$ cat src/rtl/dataflow_stream_if.sv
// Handshake bundle for the loop-index generator: three config streams in,
// index and will-continue streams out.
interface dataflow_stream_if #(
    parameter int WIDTH = 32
);
    logic             start_valid;
    logic             start_ready;
    logic [WIDTH-1:0] start_data;
    logic             step_valid;
    logic             step_ready;
    logic [WIDTH-1:0] step_data;
    logic             bound_valid;
    logic             bound_ready;
    logic [WIDTH-1:0] bound_data;
    logic             idx_valid;
    logic             idx_ready;
    logic [WIDTH-1:0] idx_data;
    logic             wc_valid;
    logic             wc_ready;
    logic             wc_data;

    // Generator side
    modport slave (
        input  start_valid, start_data, step_valid, step_data, bound_valid, bound_data,
        output start_ready, step_ready, bound_ready,
        output idx_valid, idx_data, wc_valid, wc_data,
        input  idx_ready, wc_ready
    );

    // Producer / consumer side
    modport master (
        output start_valid, start_data, step_valid, step_data, bound_valid, bound_data,
        input  start_ready, step_ready, bound_ready,
        input  idx_valid, idx_data, wc_valid, wc_data,
        output idx_ready, wc_ready
    );
endinterface

$ cat src/rtl/dataflow_stream.sv
// Loop-index generator: joins {start,step,bound}, emits idx per iteration and a will-continue token on wc.
// Latency: first idx/wc valid 1 cycle after config accept; one iteration per cycle at full throughput.
// Backpressure: idx and wc fork eagerly; each holds valid until ready, iteration advances when both have fired.
module dataflow_stream #(
    parameter int WIDTH  = 32,
    parameter bit SIGNED = 1'b1
) (
    input  logic             clk,
    input  logic             rst_n,
    dataflow_stream_if.slave s
);
    typedef enum logic {S_IDLE, S_RUN} state_t;

    state_t           state, state_nxt;
    logic [WIDTH-1:0] cur, cur_nxt;
    logic [WIDTH-1:0] step_r, step_nxt;
    logic [WIDTH-1:0] bound_r, bound_nxt;
    logic             idx_done, idx_done_nxt;
    logic             wc_done, wc_done_nxt;
    logic             cond;
    logic             cfg_all;
    logic             idx_fire;
    logic             wc_fire;

    assign cond    = SIGNED ? ($signed(cur) < $signed(bound_r)) : (cur < bound_r);
    assign cfg_all = s.start_valid & s.step_valid & s.bound_valid;

    always_ff @(posedge clk or negedge rst_n) begin
        if (!rst_n) begin
            state    <= S_IDLE;
            cur      <= '0;
            step_r   <= '0;
            bound_r  <= '0;
            idx_done <= 1'b0;
            wc_done  <= 1'b0;
        end else begin
            state    <= state_nxt;
            cur      <= cur_nxt;
            step_r   <= step_nxt;
            bound_r  <= bound_nxt;
            idx_done <= idx_done_nxt;
            wc_done  <= wc_done_nxt;
        end
    end

    always_comb begin
        state_nxt     = state;
        cur_nxt       = cur;
        step_nxt      = step_r;
        bound_nxt     = bound_r;
        idx_done_nxt  = idx_done;
        wc_done_nxt   = wc_done;
        s.start_ready = 1'b0;
        s.step_ready  = 1'b0;
        s.bound_ready = 1'b0;
        s.idx_valid   = 1'b0;
        s.idx_data    = '0;
        s.wc_valid    = 1'b0;
        s.wc_data     = 1'b0;
        idx_fire      = 1'b0;
        wc_fire       = 1'b0;

        unique case (state)
            S_IDLE: begin
                // Each ready depends only on the other two valids, so nothing is taken until all three are present
                s.start_ready = s.step_valid & s.bound_valid;
                s.step_ready  = s.start_valid & s.bound_valid;
                s.bound_ready = s.start_valid & s.step_valid;
                if (cfg_all) begin
                    cur_nxt   = s.start_data;
                    step_nxt  = s.step_data;
                    bound_nxt = s.bound_data;
                    state_nxt = S_RUN;
                end
            end
            S_RUN: begin
                s.wc_valid  = !wc_done;
                s.wc_data   = cond;
                s.idx_valid = cond & !idx_done;
                s.idx_data  = cur;
                idx_fire    = s.idx_valid & s.idx_ready;
                wc_fire     = s.wc_valid & s.wc_ready;
                if (cond) begin
                    if ((idx_fire | idx_done) && (wc_fire | wc_done)) begin
                        cur_nxt      = cur + step_r;
                        idx_done_nxt = 1'b0;
                        wc_done_nxt  = 1'b0;
                    end else begin
                        idx_done_nxt = idx_done | idx_fire;
                        wc_done_nxt  = wc_done | wc_fire;
                    end
                end else if (wc_fire) begin
                    state_nxt    = S_IDLE;
                    idx_done_nxt = 1'b0;
                    wc_done_nxt  = 1'b0;
                end
            end
            default: state_nxt = S_IDLE;
        endcase
    end
endmodule

$ cat src/flat_wrapper.sv
// flat-port wrapper written by rule: the top's interface ports become plain ports
module dataflow_stream_flat 
#(
    parameter int WIDTH  = 32,
    parameter bit SIGNED = 1'b1
)
  (clk, rst_n, s_start_valid, s_start_data, s_step_valid, s_step_data, s_bound_valid, s_bound_data, s_start_ready, s_step_ready, s_bound_ready, s_idx_valid, s_idx_data, s_wc_valid, s_wc_data, s_idx_ready, s_wc_ready);
  dataflow_stream_if #(.WIDTH(WIDTH)) s_i ();
  input  logic clk;
  input  logic rst_n;
  input wire logic [$bits(s_i.start_valid)-1:0] s_start_valid;
  input wire logic [$bits(s_i.start_data)-1:0] s_start_data;
  input wire logic [$bits(s_i.step_valid)-1:0] s_step_valid;
  input wire logic [$bits(s_i.step_data)-1:0] s_step_data;
  input wire logic [$bits(s_i.bound_valid)-1:0] s_bound_valid;
  input wire logic [$bits(s_i.bound_data)-1:0] s_bound_data;
  output wire logic [$bits(s_i.start_ready)-1:0] s_start_ready;
  output wire logic [$bits(s_i.step_ready)-1:0] s_step_ready;
  output wire logic [$bits(s_i.bound_ready)-1:0] s_bound_ready;
  output wire logic [$bits(s_i.idx_valid)-1:0] s_idx_valid;
  output wire logic [$bits(s_i.idx_data)-1:0] s_idx_data;
  output wire logic [$bits(s_i.wc_valid)-1:0] s_wc_valid;
  output wire logic [$bits(s_i.wc_data)-1:0] s_wc_data;
  input wire logic [$bits(s_i.idx_ready)-1:0] s_idx_ready;
  input wire logic [$bits(s_i.wc_ready)-1:0] s_wc_ready;
  assign s_i.start_valid = s_start_valid;
  assign s_i.start_data = s_start_data;
  assign s_i.step_valid = s_step_valid;
  assign s_i.step_data = s_step_data;
  assign s_i.bound_valid = s_bound_valid;
  assign s_i.bound_data = s_bound_data;
  assign s_start_ready = s_i.start_ready;
  assign s_step_ready = s_i.step_ready;
  assign s_bound_ready = s_i.bound_ready;
  assign s_idx_valid = s_i.idx_valid;
  assign s_idx_data = s_i.idx_data;
  assign s_wc_valid = s_i.wc_valid;
  assign s_wc_data = s_i.wc_data;
  assign s_i.idx_ready = s_idx_ready;
  assign s_i.wc_ready = s_wc_ready;
  dataflow_stream #(.WIDTH(WIDTH), .SIGNED(SIGNED)) u_core (.clk(clk), .rst_n(rst_n), .s(s_i));
endmodule
$ cat config.mk
export PLATFORM = sky130hd
export DESIGN_NAME = dataflow_stream_flat
export DESIGN_NICKNAME = d
export VERILOG_FILES = /design/src/rtl/dataflow_stream_if.sv /design/src/rtl/dataflow_stream.sv /design/src/flat_wrapper.sv
export SDC_FILE = /design/constraint.sdc
export NUM_CORES = 1
export LEC_CHECK = 0
export CAP_MARGIN = 0
export CORE_ASPECT_RATIO = 0.5
export CORE_UTILIZATION = 47
export DETAILED_ROUTE_END_ITERATION = 6
export PLACE_DENSITY = 0.78
export SLEW_MARGIN = 30
export SYNTH_ARGS = -nofsm -noshare
export SYNTH_HDL_FRONTEND = slang
export SYNTH_SLANG_ARGS = --single-unit
$ cat constraint.sdc
create_clock -name clk -period 2.7 [get_ports clk]
set_input_delay 0.54 -clock clk [delete_from_list [all_inputs] [get_ports clk]]
set_output_delay 0.54 -clock clk [all_outputs]
set_load 0.1 [all_outputs]
==> results.yml, run 1 <==
status:
  status: "finished, violations left"
  violations: "negative setup slack"
timing:
  setup_violations: 34
  tightest_slew_ns: 0.582
  fmax_mhz: 305
  post-route-period-util: 1.21
  finalHoldViolCount: 0
  grt_setup_unrepaired: "true"
  max_slew_margin: 0.610
  slew_viol_final: 0
  clock_skew_ns: 0.0108
  fin_ws_ns: -0.574
  finalCriticalPeriod_ns: 3.27
clock_network:
  clkTransAtPathRegs_ns: 0.07
  cts_root_buffer: "clkbuf_16"
  cts_tree: "yes"
  clock_path_buffers: 2
  htree_levels: 3
  clock-sinks: 99
  numCtsBuffers: 9
  clk_latency_ns: 0.35
route:
  drt_iter0_drc: 435
  viasPerCell: 5.56
  routedWlPerCell_um: 17.7
  drc: 0
  final_antenna_net_count: 0
  vias: 6056
  dr.pass1.iters: 5
  wl_um: 19300
worst_setup_path:
  worst-setup-path-type: "flip-flop to output pin"
  end_kind: "output pin"
  cp_data_arrival_time_ns: 2.73
  required_ns: 2.16
  worst-r2r-cell-count: 14
  worstSetupStartpointType: "flip-flop"
  path_max_fanout: 4
logic_synthesis:
  synth_top_flop_cell: "dfrtp_1"
  yosys_warnings: 0
  synth_compound_area_frac: 0.150
  synthAdderAreaFrac: 0.121
  avgSynthCellArea_sq_um: 9.91
  syn-num-nets: 829
  seq_area_frac_synth: 0.377
  netlist_area_sq_um: 6570
  synth-edff-count: 0
  synth_xor_area_frac: 0.0360
  synth_simple_gate_area_frac: 0.131
  yosysUniqueCellTypes: 57
  netlist_instances: 663
  synth-async-reset-ratio: 1.00
  synth_top_family_by_area: "compound AO/OA/AOI/OAI gates"
  synth_seq_cells: 99
  synthMuxAreaShare: 0.147
global_routing:
  grt_pass1_wl_um: 29700
  grt_max_degree: 49
  grt_antenna_before_repair: 0
  first_global_vias: 6135
  groute.usage.overall: 0.260
  grt_overflow: 0
die:
  die_height_um: 85.6
  core_area_sq_um: 13600
  dieWidth_um: 169
  initial_utilization: 0.483
  dieArea_sq_um: 14500
  ios: 141
  rows: 30
placement:
  dp_hpwl_um: 13300
  place_ws_ns: -0.533
  port_buffers: 140
  gp_congestion: 0.920
final_layout:
  area_growth_pct: 50.7
  n_fill_cell: 960
  final_nets: 1060
  drive_above_1_share: 0.325
  num_antenna_cells: 0
min_path:
  min_path_type: "primary input to async pin"
job:
  cap_violations: 0
## per-layer routing
layer	up-vias	wire [um]	global-route usage
li1	2822	-	-
met1	3027	8330	0.325
met2	182	9800	0.471
met3	25	958	0.0457
met4	0	257	0.0557
met5	-	0	0
## per-stage QoR
step	std cells	setup TNS, ns	util	instance area (sq um)	hold WS [ns]
after floorplan	663	-1.03	-	6620	0.244
after global placement	1054	-10.31	0.658	8940	0.488
after detailed placement	1054	-16.20	0.658	8940	0.494
after CTS	1080	-10.75	0.696	9460	0.148
after global routing	1090	-18.02	0.728	9890	0.154
final	1090	-14.16	0.728	9890	0.136
## worst paths after layout
path	start	slack [ns]	end
max in group asynchronous	rst_n	1.91	u_core.bound_r[21]$_DFFE_PN0P_
min reg2reg	u_core.bound_r[11]$_DFFE_PN0P_	0.51	u_core.bound_r[11]$_DFFE_PN0P_
max reg2reg	u_core.cur[21]$_DFFE_PN0P_	-0.44	u_core.cur[25]$_DFFE_PN0P_
min	rst_n	0.14	u_core.cur[1]$_DFFE_PN0P_
max	u_core.cur[21]$_DFFE_PN0P_	-0.57	s_idx_valid
min in group clk	u_core.bound_r[11]$_DFFE_PN0P_	0.51	u_core.bound_r[11]$_DFFE_PN0P_
## critical path, stage by stage (launching register included)
cell and delay [ns]:
dfrtp_1 0.43, ha_4 0.26, a21o_1 0.16, a22oi_2 0.17, o211ai_1 0.18, a221o_1 0.43
xor2_2 0.24, nand3_4 0.15, nor3_4 0.18, buf_12 0.20
## timing repair
| item | 4_1_cts | 5_1_grt |
|---|---|---|
| setup endpoints to repair | 37 | 36 |
| endpoints found under the hold margin | 0 | 0 |
| cloned | 2 | 4 |
| setup buffers | 9 | 7 |
| hold buffers | 0 | 0 |
| pin swaps | 13 | 15 |
| gates resized for setup | 30 | 59 |
## layout make-up
type                            count  area, sq um  share of cell area
Sequential cell                    99         2480               0.251
Inverter                           42          158              0.0159
Clock buffer                       11          253              0.0255
Timing Repair Buffer              242         2520               0.254
Clock inverter                      4         48.8             0.00493
Multi-Input combinational cell    500         4200               0.425
Tap cell                          192          240              0.0243
## registers in the layout, indices dropped and copies added (netlist names)
signal and cells:
u_core.bound_r 32, u_core.cur 32, u_core.step_r 32, u_core.idx_done 1
u_core.state 1, u_core.wc_done 1
## cells by family (layout without fill, tap and decap cells)
logic type / count (synthesis) / after routing
and+or+nand+nor: 172 / 172
adders and majority gates: 63 / 63
xor gates and xnor gates: 27 / 27
buffers and inverters: 64 / 299
DFF: 99 / 99
AOI/OAI and AO/OA: 150 / 150
muxes: 88 / 88
## cells in the final DEF, fill, tap and decap left out, types with 3 or more instances in the layout
cell type	Yosys	layout
clkdlybuf4s50_1	0	101
buf_4	1	100
dfrtp_1	99	98
mux2_2	67	65
ha_1	62	53
nor2_1	60	52
a21oi_1	59	42
inv_1	42	38
and2_1	34	34
nand2_1	26	25
buf_12	0	25
mux2i_1	21	21
xnor2_1	21	20
o21ai_0	22	19
a21o_1	15	15
a21oi_2	0	14
clkbuf_16	0	13
nor3_1	14	12
a211oi_1	10	8
nand4_1	7	7
a31oi_1	10	7
nor2b_1	7	7
ha_4	0	7
buf_6	0	7
nor2_2	0	6
o21a_1	5	5
and3_1	6	5
xor2_1	6	5
o21bai_1	5	5
buf_8	0	5
inv_2	0	4
nand3_1	5	4
a211oi_2	2	3
a21oi_4	0	3
a31oi_2	0	3
## cell usage after synthesis (5+ instances only)
cell / n / share of area
mux2i_1: 21 / 0.032
nor3_1: 14 / 0.011
a211oi_1: 10 / 0.011
inv_1: 42 / 0.024
nand4_1: 7 / 0.0067
and3_1: 6 / 0.0057
and2_1: 34 / 0.032
nor2b_1: 7 / 0.0067
ha_1: 62 / 0.12
nand3_1: 5 / 0.0038
xor2_1: 6 / 0.0080
dfrtp_1: 99 / 0.38
nand2_1: 26 / 0.015
o21bai_1: 5 / 0.0057
nor2_1: 60 / 0.034
o21a_1: 5 / 0.0057
a21o_1: 15 / 0.017
o21ai_0: 22 / 0.017
clkbuf_1: 14 / 0.0080
buf_2: 5 / 0.0038
xnor2_1: 21 / 0.028
a21oi_1: 59 / 0.045
a31oi_1: 10 / 0.0095
mux2_2: 67 / 0.11
Power of run 1 is left out: the tool's default activity adds up to more than one toggle a clock period on the data nets, which glitch-free logic cannot reach.
==> run 2, diff against run 1 <==
--- a/config.mk
+++ b/config.mk
@@ -14,3 +14,4 @@
 export SYNTH_ARGS = -nofsm -noshare
 export SYNTH_HDL_FRONTEND = slang
 export SYNTH_SLANG_ARGS = --single-unit
+export TNS_END_PERCENT = 100
==> results of run 2 <==
Final layout, timing and power as in run 1 (identical DEF).
Power of run 2 is left out for the same reason.
